<file path="src/rtl/f_writeback_stage_if.sv">
// ----------------------------------------------------------------------------
// f_writeback_stage_if
// Groups the write-back stage's bus signals:
//   fpu_*  : FPU result channel (valid/ready handshake)
//   ld_*   : FP load return channel (valid only, no backpressure)
//   rf_*   : FP register-file write port
// Modports:
//   master : producer of FPU results and loads, consumer of the rf write port
//   slave  : the write-back stage itself
// ----------------------------------------------------------------------------
interface f_writeback_stage_if #(
  parameter int NUM_REGS = 32,
  parameter int DATA_W   = 32
);
  localparam int RD_W = $clog2(NUM_REGS);

  logic              fpu_valid;
  logic              fpu_ready;
  logic [RD_W-1:0]   fpu_rd;
  logic [DATA_W-1:0] fpu_result;
  logic [4:0]        fpu_flags;

  logic              ld_valid;
  logic [RD_W-1:0]   ld_rd;
  logic [DATA_W-1:0] ld_data;

  logic              rf_wen;
  logic [RD_W-1:0]   rf_rd;
  logic [DATA_W-1:0] rf_wdata;

  modport master (
    output fpu_valid, fpu_rd, fpu_result, fpu_flags,
    output ld_valid, ld_rd, ld_data,
    input  fpu_ready,
    input  rf_wen, rf_rd, rf_wdata
  );

  modport slave (
    input  fpu_valid, fpu_rd, fpu_result, fpu_flags,
    input  ld_valid, ld_rd, ld_data,
    output fpu_ready,
    output rf_wen, rf_rd, rf_wdata
  );
endinterface

</file>
<file path="src/rtl/f_writeback_stage.sv">
// ----------------------------------------------------------------------------
// f_writeback_stage
// FP write-back stage feeding the FP register file write port. FP load data
// (never back-pressured) has top priority; FPU results are buffered in a
// small FIFO and drained whenever no load is returning. Also keeps a
// per-register busy scoreboard and the sticky fcsr.fflags accumulator.
//
// Ports:
//   CLK, RST        clock, synchronous active-high reset
//   issue_valid_i   FP op with FP destination issued this cycle
//   issue_rd_i      destination of the issued op
//   busy_mask_o     bit i set: write to register i still pending
//   fflags_clr_i    CSR write clears fflags
//   fflags_o        sticky {NV,DZ,OF,UF,NX}
//   wb_if (slave)   FPU channel, load channel, register-file write port
//
// Optional feature (macro F_WB_BYPASS_EN): an FPU result accepted while the
// FIFO is empty and no load is returning skips the FIFO and is written with
// one-cycle latency. Without the macro every FPU result goes through the FIFO.
// ----------------------------------------------------------------------------
module f_writeback_stage #(
  parameter int NUM_REGS   = 32,
  parameter int DATA_W     = 32,
  parameter int FIFO_DEPTH = 2
) (
  input  logic                        CLK,
  input  logic                        RST,
  input  logic                        issue_valid_i,
  input  logic [$clog2(NUM_REGS)-1:0] issue_rd_i,
  output logic [NUM_REGS-1:0]         busy_mask_o,
  input  logic                        fflags_clr_i,
  output logic [4:0]                  fflags_o,
  f_writeback_stage_if.slave          wb_if
);
  localparam int RD_W  = $clog2(NUM_REGS);
  localparam int PTR_W = $clog2(FIFO_DEPTH);
  localparam int CNT_W = PTR_W + 1;

  typedef struct packed {
    logic [RD_W-1:0]   rd;
    logic [DATA_W-1:0] data;
    logic [4:0]        flags;
  } wb_entry_t;

  wb_entry_t         fifo_mem [FIFO_DEPTH];
  logic [PTR_W-1:0]  wr_ptr_q, wr_ptr_d;
  logic [PTR_W-1:0]  rd_ptr_q, rd_ptr_d;
  logic [CNT_W-1:0]  count_q, count_d;

  logic              rf_wen_q, rf_wen_d;
  logic [RD_W-1:0]   rf_rd_q, rf_rd_d;
  logic [DATA_W-1:0] rf_wdata_q, rf_wdata_d;
  logic [NUM_REGS-1:0] busy_q, busy_d;
  logic [4:0]        fflags_q, fflags_d;

  wb_entry_t         fpu_in;
  wb_entry_t         head;
  logic              fpu_accept;
  logic              bypass;
  logic              fifo_push;
  logic              fifo_pop;

  // Ready depends only on the registered count, so there is no combinational
  // path from fpu_valid or ld_valid; a pop does not free a slot until the
  // following cycle.
  assign wb_if.fpu_ready = (count_q < CNT_W'(FIFO_DEPTH));
  assign fpu_accept      = wb_if.fpu_valid && wb_if.fpu_ready;
  assign fpu_in          = '{rd: wb_if.fpu_rd, data: wb_if.fpu_result, flags: wb_if.fpu_flags};
  assign head            = fifo_mem[rd_ptr_q];

`ifdef F_WB_BYPASS_EN
  assign bypass = fpu_accept && (count_q == '0) && !wb_if.ld_valid;
`else
  assign bypass = 1'b0;
`endif

  always_comb begin
    // NOTE: every signal gets a default first so no path leaves it unassigned,
    // which is what keeps this block from inferring latches.
    rf_wen_d   = 1'b0;
    rf_rd_d    = rf_rd_q;
    rf_wdata_d = rf_wdata_q;
    fflags_d   = fflags_clr_i ? 5'b0 : fflags_q;
    busy_d     = busy_q;
    fifo_push  = fpu_accept && !bypass;
    fifo_pop   = 1'b0;

    if (wb_if.ld_valid) begin
      rf_wen_d   = 1'b1;
      rf_rd_d    = wb_if.ld_rd;
      rf_wdata_d = wb_if.ld_data;
    end else if (count_q != '0) begin
      fifo_pop   = 1'b1;
      rf_wen_d   = 1'b1;
      rf_rd_d    = head.rd;
      rf_wdata_d = head.data;
      fflags_d   = fflags_d | head.flags;
    end else if (bypass) begin
      rf_wen_d   = 1'b1;
      rf_rd_d    = fpu_in.rd;
      rf_wdata_d = fpu_in.data;
      fflags_d   = fflags_d | fpu_in.flags;
    end

    // Clear first, then set, so an issue to the same rd at this edge wins.
    if (rf_wen_d)      busy_d[rf_rd_d]    = 1'b0;
    if (issue_valid_i) busy_d[issue_rd_i] = 1'b1;

    // Power-of-two depth: pointers wrap by natural overflow.
    wr_ptr_d = fifo_push ? wr_ptr_q + PTR_W'(1) : wr_ptr_q;
    rd_ptr_d = fifo_pop  ? rd_ptr_q + PTR_W'(1) : rd_ptr_q;
    count_d  = count_q + CNT_W'(fifo_push) - CNT_W'(fifo_pop);
  end

  // NOTE: sequential state uses non-blocking assignments so every register
  // samples its next value from the same pre-edge snapshot.
  always_ff @(posedge CLK) begin
    if (RST) begin
      wr_ptr_q   <= '0;
      rd_ptr_q   <= '0;
      count_q    <= '0;
      rf_wen_q   <= 1'b0;
      rf_rd_q    <= '0;
      rf_wdata_q <= '0;
      busy_q     <= '0;
      fflags_q   <= '0;
    end else begin
      wr_ptr_q   <= wr_ptr_d;
      rd_ptr_q   <= rd_ptr_d;
      count_q    <= count_d;
      rf_wen_q   <= rf_wen_d;
      rf_rd_q    <= rf_rd_d;
      rf_wdata_q <= rf_wdata_d;
      busy_q     <= busy_d;
      fflags_q   <= fflags_d;
    end
  end

  // NOTE: the FIFO storage is deliberately not reset; emptying it only needs
  // the pointers and count cleared, and stale slots are never read.
  always_ff @(posedge CLK) begin
    if (fifo_push) fifo_mem[wr_ptr_q] <= fpu_in;
  end

  assign wb_if.rf_wen   = rf_wen_q;
  assign wb_if.rf_rd    = rf_rd_q;
  assign wb_if.rf_wdata = rf_wdata_q;
  assign busy_mask_o    = busy_q;
  assign fflags_o       = fflags_q;
endmodule

</file>
<file path="src/flat_wrapper.sv">
// flat-port wrapper written by rule: the top's interface ports become plain ports
module f_writeback_stage_flat 
#(
  parameter int NUM_REGS   = 32,
  parameter int DATA_W     = 32,
  parameter int FIFO_DEPTH = 2
)
  (CLK, RST, issue_valid_i, issue_rd_i, busy_mask_o, fflags_clr_i, fflags_o, wb_if_fpu_valid, wb_if_fpu_rd, wb_if_fpu_result, wb_if_fpu_flags, wb_if_ld_valid, wb_if_ld_rd, wb_if_ld_data, wb_if_fpu_ready, wb_if_rf_wen, wb_if_rf_rd, wb_if_rf_wdata);
  f_writeback_stage_if #(.NUM_REGS(NUM_REGS), .DATA_W(DATA_W)) wb_if_i ();
  input  logic CLK;
  input  logic RST;
  input  logic issue_valid_i;
  input  logic [$clog2(NUM_REGS)-1:0] issue_rd_i;
  output logic [NUM_REGS-1:0] busy_mask_o;
  input  logic fflags_clr_i;
  output logic [4:0] fflags_o;
  input wire logic [$bits(wb_if_i.fpu_valid)-1:0] wb_if_fpu_valid;
  input wire logic [$bits(wb_if_i.fpu_rd)-1:0] wb_if_fpu_rd;
  input wire logic [$bits(wb_if_i.fpu_result)-1:0] wb_if_fpu_result;
  input wire logic [$bits(wb_if_i.fpu_flags)-1:0] wb_if_fpu_flags;
  input wire logic [$bits(wb_if_i.ld_valid)-1:0] wb_if_ld_valid;
  input wire logic [$bits(wb_if_i.ld_rd)-1:0] wb_if_ld_rd;
  input wire logic [$bits(wb_if_i.ld_data)-1:0] wb_if_ld_data;
  output wire logic [$bits(wb_if_i.fpu_ready)-1:0] wb_if_fpu_ready;
  output wire logic [$bits(wb_if_i.rf_wen)-1:0] wb_if_rf_wen;
  output wire logic [$bits(wb_if_i.rf_rd)-1:0] wb_if_rf_rd;
  output wire logic [$bits(wb_if_i.rf_wdata)-1:0] wb_if_rf_wdata;
  assign wb_if_i.fpu_valid = wb_if_fpu_valid;
  assign wb_if_i.fpu_rd = wb_if_fpu_rd;
  assign wb_if_i.fpu_result = wb_if_fpu_result;
  assign wb_if_i.fpu_flags = wb_if_fpu_flags;
  assign wb_if_i.ld_valid = wb_if_ld_valid;
  assign wb_if_i.ld_rd = wb_if_ld_rd;
  assign wb_if_i.ld_data = wb_if_ld_data;
  assign wb_if_fpu_ready = wb_if_i.fpu_ready;
  assign wb_if_rf_wen = wb_if_i.rf_wen;
  assign wb_if_rf_rd = wb_if_i.rf_rd;
  assign wb_if_rf_wdata = wb_if_i.rf_wdata;
  f_writeback_stage #(.NUM_REGS(NUM_REGS), .DATA_W(DATA_W), .FIFO_DEPTH(FIFO_DEPTH)) u_core (.CLK(CLK), .RST(RST), .issue_valid_i(issue_valid_i), .issue_rd_i(issue_rd_i), .busy_mask_o(busy_mask_o), .fflags_clr_i(fflags_clr_i), .fflags_o(fflags_o), .wb_if(wb_if_i));
endmodule
</file>
<file path="config.mk">
export PLATFORM = sky130hd
export DESIGN_NAME = f_writeback_stage_flat
export DESIGN_NICKNAME = d
export VERILOG_FILES = /design/src/rtl/f_writeback_stage_if.sv /design/src/rtl/f_writeback_stage.sv /design/src/flat_wrapper.sv
export SDC_FILE = /design/constraint.sdc
export NUM_CORES = 1
export LEC_CHECK = 0
export BUFFER_PORTS_ARGS = -buffer_cell sky130_fd_sc_hd__buf_2
export CAP_MARGIN = 30
export CORE_ASPECT_RATIO = 2
export CORE_MARGIN = 2
export CORE_UTILIZATION = 37
export CTS_CLUSTER_SIZE = 40
export DETAILED_ROUTE_END_ITERATION = 7
export SLEW_MARGIN = 10
export SYNTH_ARGS = -nofsm -noshare
export SYNTH_HDL_FRONTEND = slang
export SYNTH_SLANG_ARGS = --single-unit
</file>
<file path="constraint.sdc">
create_clock -name CLK -period 7.9 [get_ports CLK]
set_clock_uncertainty 0.15 [all_clocks]
set_input_delay 0.79 -clock CLK [delete_from_list [all_inputs] [get_ports CLK]]
set_output_delay 0.79 -clock CLK [all_outputs]
set_load 0.01 [all_outputs]
</file>
Word level (Yosys, flattened, before mapping)

Memory sizes are Yosys's and may differ from the RTL's. A register that Yosys moved wholly into a read port is not among the register bits.
Cells that the tools add are included.

$add $sub $neg: 4
$mul: 0
Div/mod/pow operators: 0
Magnitude comparators: 5
Equal/unequal tests: 0
Shift operators: 0
Muxes and demuxes: 20
Bitwise gates (word level): 4
Reductions and logical operators: 5

Operators with widths:

| cell                                                                                 | count |
|---|---|
| 32-bit 2-to-1 mux                                                                    | 4 |
| 32-bit bitwise AND                                                                   | 1 |
| 32-bit inverter                                                                      | 1 |
| 32-bit OR                                                                            | 1 |
| 5-bit 2-to-1 mux                                                                     | 5 |
| 5-bit by 6-bit less-than comparator with 1-bit output (second input constant)        | 2 |
| 1-bit demux with 5-bit select                                                        | 2 |
| 5-bit by 1-bit greater-or-equal comparator with 1-bit output (second input constant) | 2 |
| 1-bit 2-to-1 mux                                                                     | 9 |
| 5-bit OR                                                                             | 1 |
| 2-bit nonzero test                                                                   | 2 |
| 1-bit logical AND                                                                    | 3 |
| 1-bit adder (second input constant)                                                  | 2 |
| 2-bit by 1-bit adder with 2-bit output                                               | 1 |
| 2-bit less-than comparator (second input constant)                                   | 1 |
| 2-bit by 1-bit subtractor with 2-bit output                                          | 1 |

Flip-flop bits (word level): 79
Latch bits: 0
Memory bits (writable): 84
ROM bits: 0
Bits of input ports: 90
Output and inout port bits: 76
Word-level logic and storage cells: 47
Memories kept: 1

Memories:

| memory          | words | width | read ports | clocked after memory_dff | wr ports | RTL line                | text |
|---|---|---|---|---|---|---|---|
| u_core.fifo_mem | 2     | 42    | 1          | 1                        | 1        | f_writeback_stage.sv:45 | `wb_entry_t fifo_mem [FIFO_DEPTH];` |

Longest topological paths before layout

Word-level depth: 12
Depth in mapped cells: 9
Depth with buffers taken out: 8

Least setup slack after synthesis

No wires, ideal clock.

Kind: input to register
Start point: input wb_if_fpu_valid
End point: memory u_core.fifo_mem[0][0] in the netlist's numbering (enable)
Setup time: 446 ps
Arrival time: 2,955 ps
Data required time: 7,304 ps
Path slack: 4,348 ps
Cell stages on the path: 2
Buffers on the path: 0
Path through: nor2b_1 -> nor2b_1

Cells in the longest elaborated chain, start to end: 3

Ends and longest elaborated chain:

| item                                   | RTL line                 | text |
|---|---|---|
| start: declaration                     | flat_wrapper.sv:17       | `input wire logic [$bits(wb_if_i.fpu_valid)-1:0] wb_if_fpu_valid;` |
| 1-bit logical AND                      | f_writeback_stage.sv:67  | `assign fpu_accept = wb_if.fpu_valid && wb_if.fpu_ready;` |
| 1-bit 2-to-1 mux                       | f_writeback_stage.sv:142 | `if (fifo_push) fifo_mem[wr_ptr_q] <= fpu_in;` |
| 1-bit 2-to-1 mux (implied by the code) | f_writeback_stage.sv:142 |  |
| end: declaration                       | f_writeback_stage.sv:45  |  |

Every way passes these cells.

Final worst setup path

Start point: input wb_if_ld_valid
End point: register u_core.count_q[1]

Cells in the longest elaborated chain, start to end: 2

Ends and longest elaborated chain:

| item                                        | RTL line                 | text |
|---|---|---|
| start: declaration                          | flat_wrapper.sv:21       | `input wire logic [$bits(wb_if_i.ld_valid)-1:0] wb_if_ld_valid;` |
| 1-bit 2-to-1 mux                            | f_writeback_stage.sv:88  | `if (wb_if.ld_valid) begin` |
| named net u_core.fifo_pop                   | f_writeback_stage.sv:61  | `logic fifo_pop;` |
| 2-bit by 1-bit subtractor with 2-bit output | f_writeback_stage.sv:112 | `count_d = count_q + CNT_W'(fifo_push) - CNT_W'(fifo_pop);` |
| end signal: assignment                      | f_writeback_stage.sv:130 | `count_q <= count_d;` |
| end: declaration                            | f_writeback_stage.sv:48  | `logic [CNT_W-1:0] count_q, count_d;` |

The timed path passes the listed nets, and every way through them passes these cells.
A chain may end at the register's enable or synchronous reset.

==> impl_metrics.toml <==
[status]
outcome = "complete, no violations"

[cells_and_area]
final.fill_count = 1728
commonest_cells_after_routing_fill_and_taps_aside = "sky130_fd_sc_hd__buf_2 (165), sky130_fd_sc_hd__nor2_1 (116), sky130_fd_sc_hd__edfxtp_1 (84)"
post_layout_nonfiller_instances = 967
layout-area-overhead-vs-synth_pct = 24.32
layout.cells.most_common = "sky130_fd_sc_hd__buf_2"
antenna_cells = 0
design.final.nets = 833
drive_gt1_frac = 0.3011

[clock_network]
post_cts_hold_buffer_count = 0
clk_path_buf_depth = 2
clockRootBuffer = "sky130_fd_sc_hd__clkbuf_16"
number_of_cts_inserted_buffers = 17
cts-resized-gates = 0
h-tree-depth = 4
cts_tree = "yes"
post-cts-setup-buffer-count = 0
clock_pin_slew_reported_for_the_worst_setup_and_hold_paths_after_clock_tree_synthesis_ns = 0.07
cts_sinks = 164
clock_latency_ns = 0.42

[place]
portBuffers = 165
numPlacedInstances = 934
place_ws_ns = 4.384
routabilityCongestion = 0.8351
place_hpwl_microns = 10810

[sta]
worst_hold_slack_ns = 0.2983
fmax_mhz = 375.2
post-route-period-util = 0.3374
report.final.setup_viol = 0
slew_violations = 0
fin_setup_tns_ns = 0
finalWorstSetupSlack_ns = 5.235
tightest_slew_ns = 0.9130
timing.slew.headroom = 0.3913
finalWorstPathRequiredPeriod_ns = 2.665
final-hold-violation-count = 0
grt_setup_unrepaired = "no"

[synthesis]
syn_avg_cell_area_sq_um = 11.27
synth-seq-cells = 164
synth_warnings = 0
syn-instance-count = 586
number_of_synthesized_flops_with_an_enable_pin = 84
synth-seq-area-share = 0.6244
async_flop_share = 0
ys.flop_type = "sky130_fd_sc_hd__edfxtp_1"
synth_cell_type_count = 40
synth_fp_nets = 678
netlist_area_sq_um = 6605

[global_routing]
grt_pass1_wl_microns = 24940
maximum_number_of_pins_on_one_net_before_global_route_repair = 81
grt.overflow.total = 0
antenna_found_initial = 1
first_global_vias = 4952
globalRouteTotalUtil = 0.1668

[drt]
vias_per_inst = 5.155
number_of_routed_nets_with_antenna_violations = 0
route.detailed.wl_per_inst_microns = 16.47
remaining_drc_errors = 0
drt-pass1-iter-count = 4
detail_route.iter0.violations = 168
via_count = 4985
route.final.wire_length_microns = 15930

[setup_path]
critical_path_class = "in -> reg"
timing.critical_path.cells = "buf_2, o21bai_4, buf_16, inv_1, ha_1, inv_1, ha_1, xnor2_1, xnor2_1, nor2_1"
timing.critical_path.fanout_max = 24
combined_buffer_and_inverter_count_along_the_critical_path = 4
endpoint_kind = "flip-flop"
family_with_the_most_delay_on_the_worst_path = "buffers and inverters"
critPathRequiredTime_ns = 8.03
crit_slowest_cell = "sky130_fd_sc_hd__buf_2"
maximum_single_stage_delay_on_the_critical_path_ns = 0.44
startpoint_class_of_the_critical_path = "input pin"
worst_ep_arrival_time_ns = 2.79
r2r_slack_ns = 5.51

[floorplan]
rows = 69
design.core.area_sq_um = 17610
die_h_microns = 193.0
die_width_microns = 98.48
die_area_sq_um = 19000
io-pin-count = 166
floorplan.initialDensity = 0.3750

[power_and_ir_drop]
total_power_mw = 2.476
power.leakage_nw = 3.167
p_per_area_nw_per_um2 = 301.5
ir_worst_vdd_mv = 0.1696

[flow_run]
cap_viol_max_count = 0

[hold_path]
worst_hold_path_type = "reg -> reg"
routing by layer:
layer  GRT usage  routed length (microns)  up-vias
met3     0.04542                      990       23
met1      0.1976                     6666     2375
met2      0.2891                     7940      159
li1            -                        -     2428
met4     0.06164                      329        0
met5           0                        0        -
state kept, by name, summed over array words and instances, names as in the netlist, named ones only:
signal and flops:
u_core.busy_mask_o 32, u_core.count_q 2, u_core.wb_if.rf_wen 1, u_core.fflags_o 5, u_core.wr_ptr_q 1, u_core.rd_ptr_q 1
u_core.wb_if.rf_rd 5, u_core.fifo_mem 84, u_core.wb_if.rf_wdata 32
worst paths after layout:
kind / from / end / depth (start not counted)
worst max-delay path: wb_if_ld_valid / u_core.count_q[1]$_SDFF_PP0_ / 10
worst min-delay path: u_core.wb_if.rf_wdata[7]$_SDFFE_PP0N_ / u_core.wb_if.rf_wdata[7]$_SDFFE_PP0N_ / 2
worst max register to register: u_core.count_q[1]$_SDFF_PP0_ / u_core.count_q[1]$_SDFF_PP0_ / 9
worst min register to register: u_core.wb_if.rf_wdata[7]$_SDFFE_PP0N_ / u_core.wb_if.rf_wdata[7]$_SDFFE_PP0N_ / 2
power by group:
part           internal (mW)  switching, mW  total, mW
clock network          0.444          0.360      0.804
registers               1.02         0.0484       1.07
logic                  0.227          0.373      0.601
synth_stat cells, types with 2 or more instances:
library cell               count  area [sq um]
sky130_fd_sc_hd__nand3b_1      5         37.54
sky130_fd_sc_hd__buf_6         4         45.04
sky130_fd_sc_hd__o221ai_4      2         52.55
sky130_fd_sc_hd__xnor2_1       3         26.28
sky130_fd_sc_hd__edfxtp_1     84          2522
sky130_fd_sc_hd__o21ai_0      15         75.07
sky130_fd_sc_hd__clkbuf_1     22         82.58
sky130_fd_sc_hd__nand2_1      52         195.2
sky130_fd_sc_hd__a21oi_1      22         110.1
sky130_fd_sc_hd__buf_2         9         45.04
sky130_fd_sc_hd__dfxtp_1      80          1602
sky130_fd_sc_hd__or3b_2        4         35.03
sky130_fd_sc_hd__a211oi_1     32         240.2
sky130_fd_sc_hd__ha_1          2         25.02
sky130_fd_sc_hd__o21a_1        2         15.01
sky130_fd_sc_hd__o221a_2       3         33.78
sky130_fd_sc_hd__nor3_1       33         165.2
sky130_fd_sc_hd__nand3_1       2         10.01
sky130_fd_sc_hd__nor4_2        3         37.54
sky130_fd_sc_hd__mux2i_1      42         420.4
sky130_fd_sc_hd__nor4_1        5         31.28
sky130_fd_sc_hd__nor2b_1       3         18.77
sky130_fd_sc_hd__inv_1         8         30.03
sky130_fd_sc_hd__a221oi_1     16         140.1
sky130_fd_sc_hd__nor2_1      116         435.4
sky130_fd_sc_hd__nor3_2        3         30.03
worst register-to-register path, stage by stage (launching register included):
cell	delay [ns]
sky130_fd_sc_hd__dfxtp_1	0.39
sky130_fd_sc_hd__o21bai_4	0.55
sky130_fd_sc_hd__buf_16	0.23
sky130_fd_sc_hd__inv_1	0.08
sky130_fd_sc_hd__ha_1	0.28
sky130_fd_sc_hd__inv_1	0.04
sky130_fd_sc_hd__ha_1	0.18
sky130_fd_sc_hd__xnor2_1	0.16
sky130_fd_sc_hd__xnor2_1	0.13
sky130_fd_sc_hd__nor2_1	0.05
metrics by stage:
step,area (sq um),utilization
after global placement,7564,0.4295
after floorplan,6605,-
after global routing,8212,0.4663
final,8212,0.4663
after CTS,8184,0.4647
after detailed placement,7611,0.4322
cell families (layout without fill, tap and decap cells):
family | Yosys count | count (layout) | share of synthesized area
compound gates | 99 | 99 | 0.1138
xor+xnor | 4 | 4 | 0.005305
fa+ha+maj | 2 | 2 | 0.003788
buf+inv | 44 | 212 | 0.03182
flops | 164 | 164 | 0.6244
mux | 43 | 43 | 0.06535
simple gates | 230 | 230 | 0.1555
layout make-up:
type                            instances  area (sq um)  share of cell area
Tap cell                              213         266.5             0.03245
Inverter                                8         30.03            0.003657
Timing Repair Buffer                  172         930.9              0.1134
Multi-Input combinational cell        378          2286              0.2784
Clock inverter                         14         143.9             0.01752
Clock buffer                           18         429.2             0.05226
Sequential cell                       164          4125              0.5024
No activity file was read; power rests on OpenSTA's default activity.
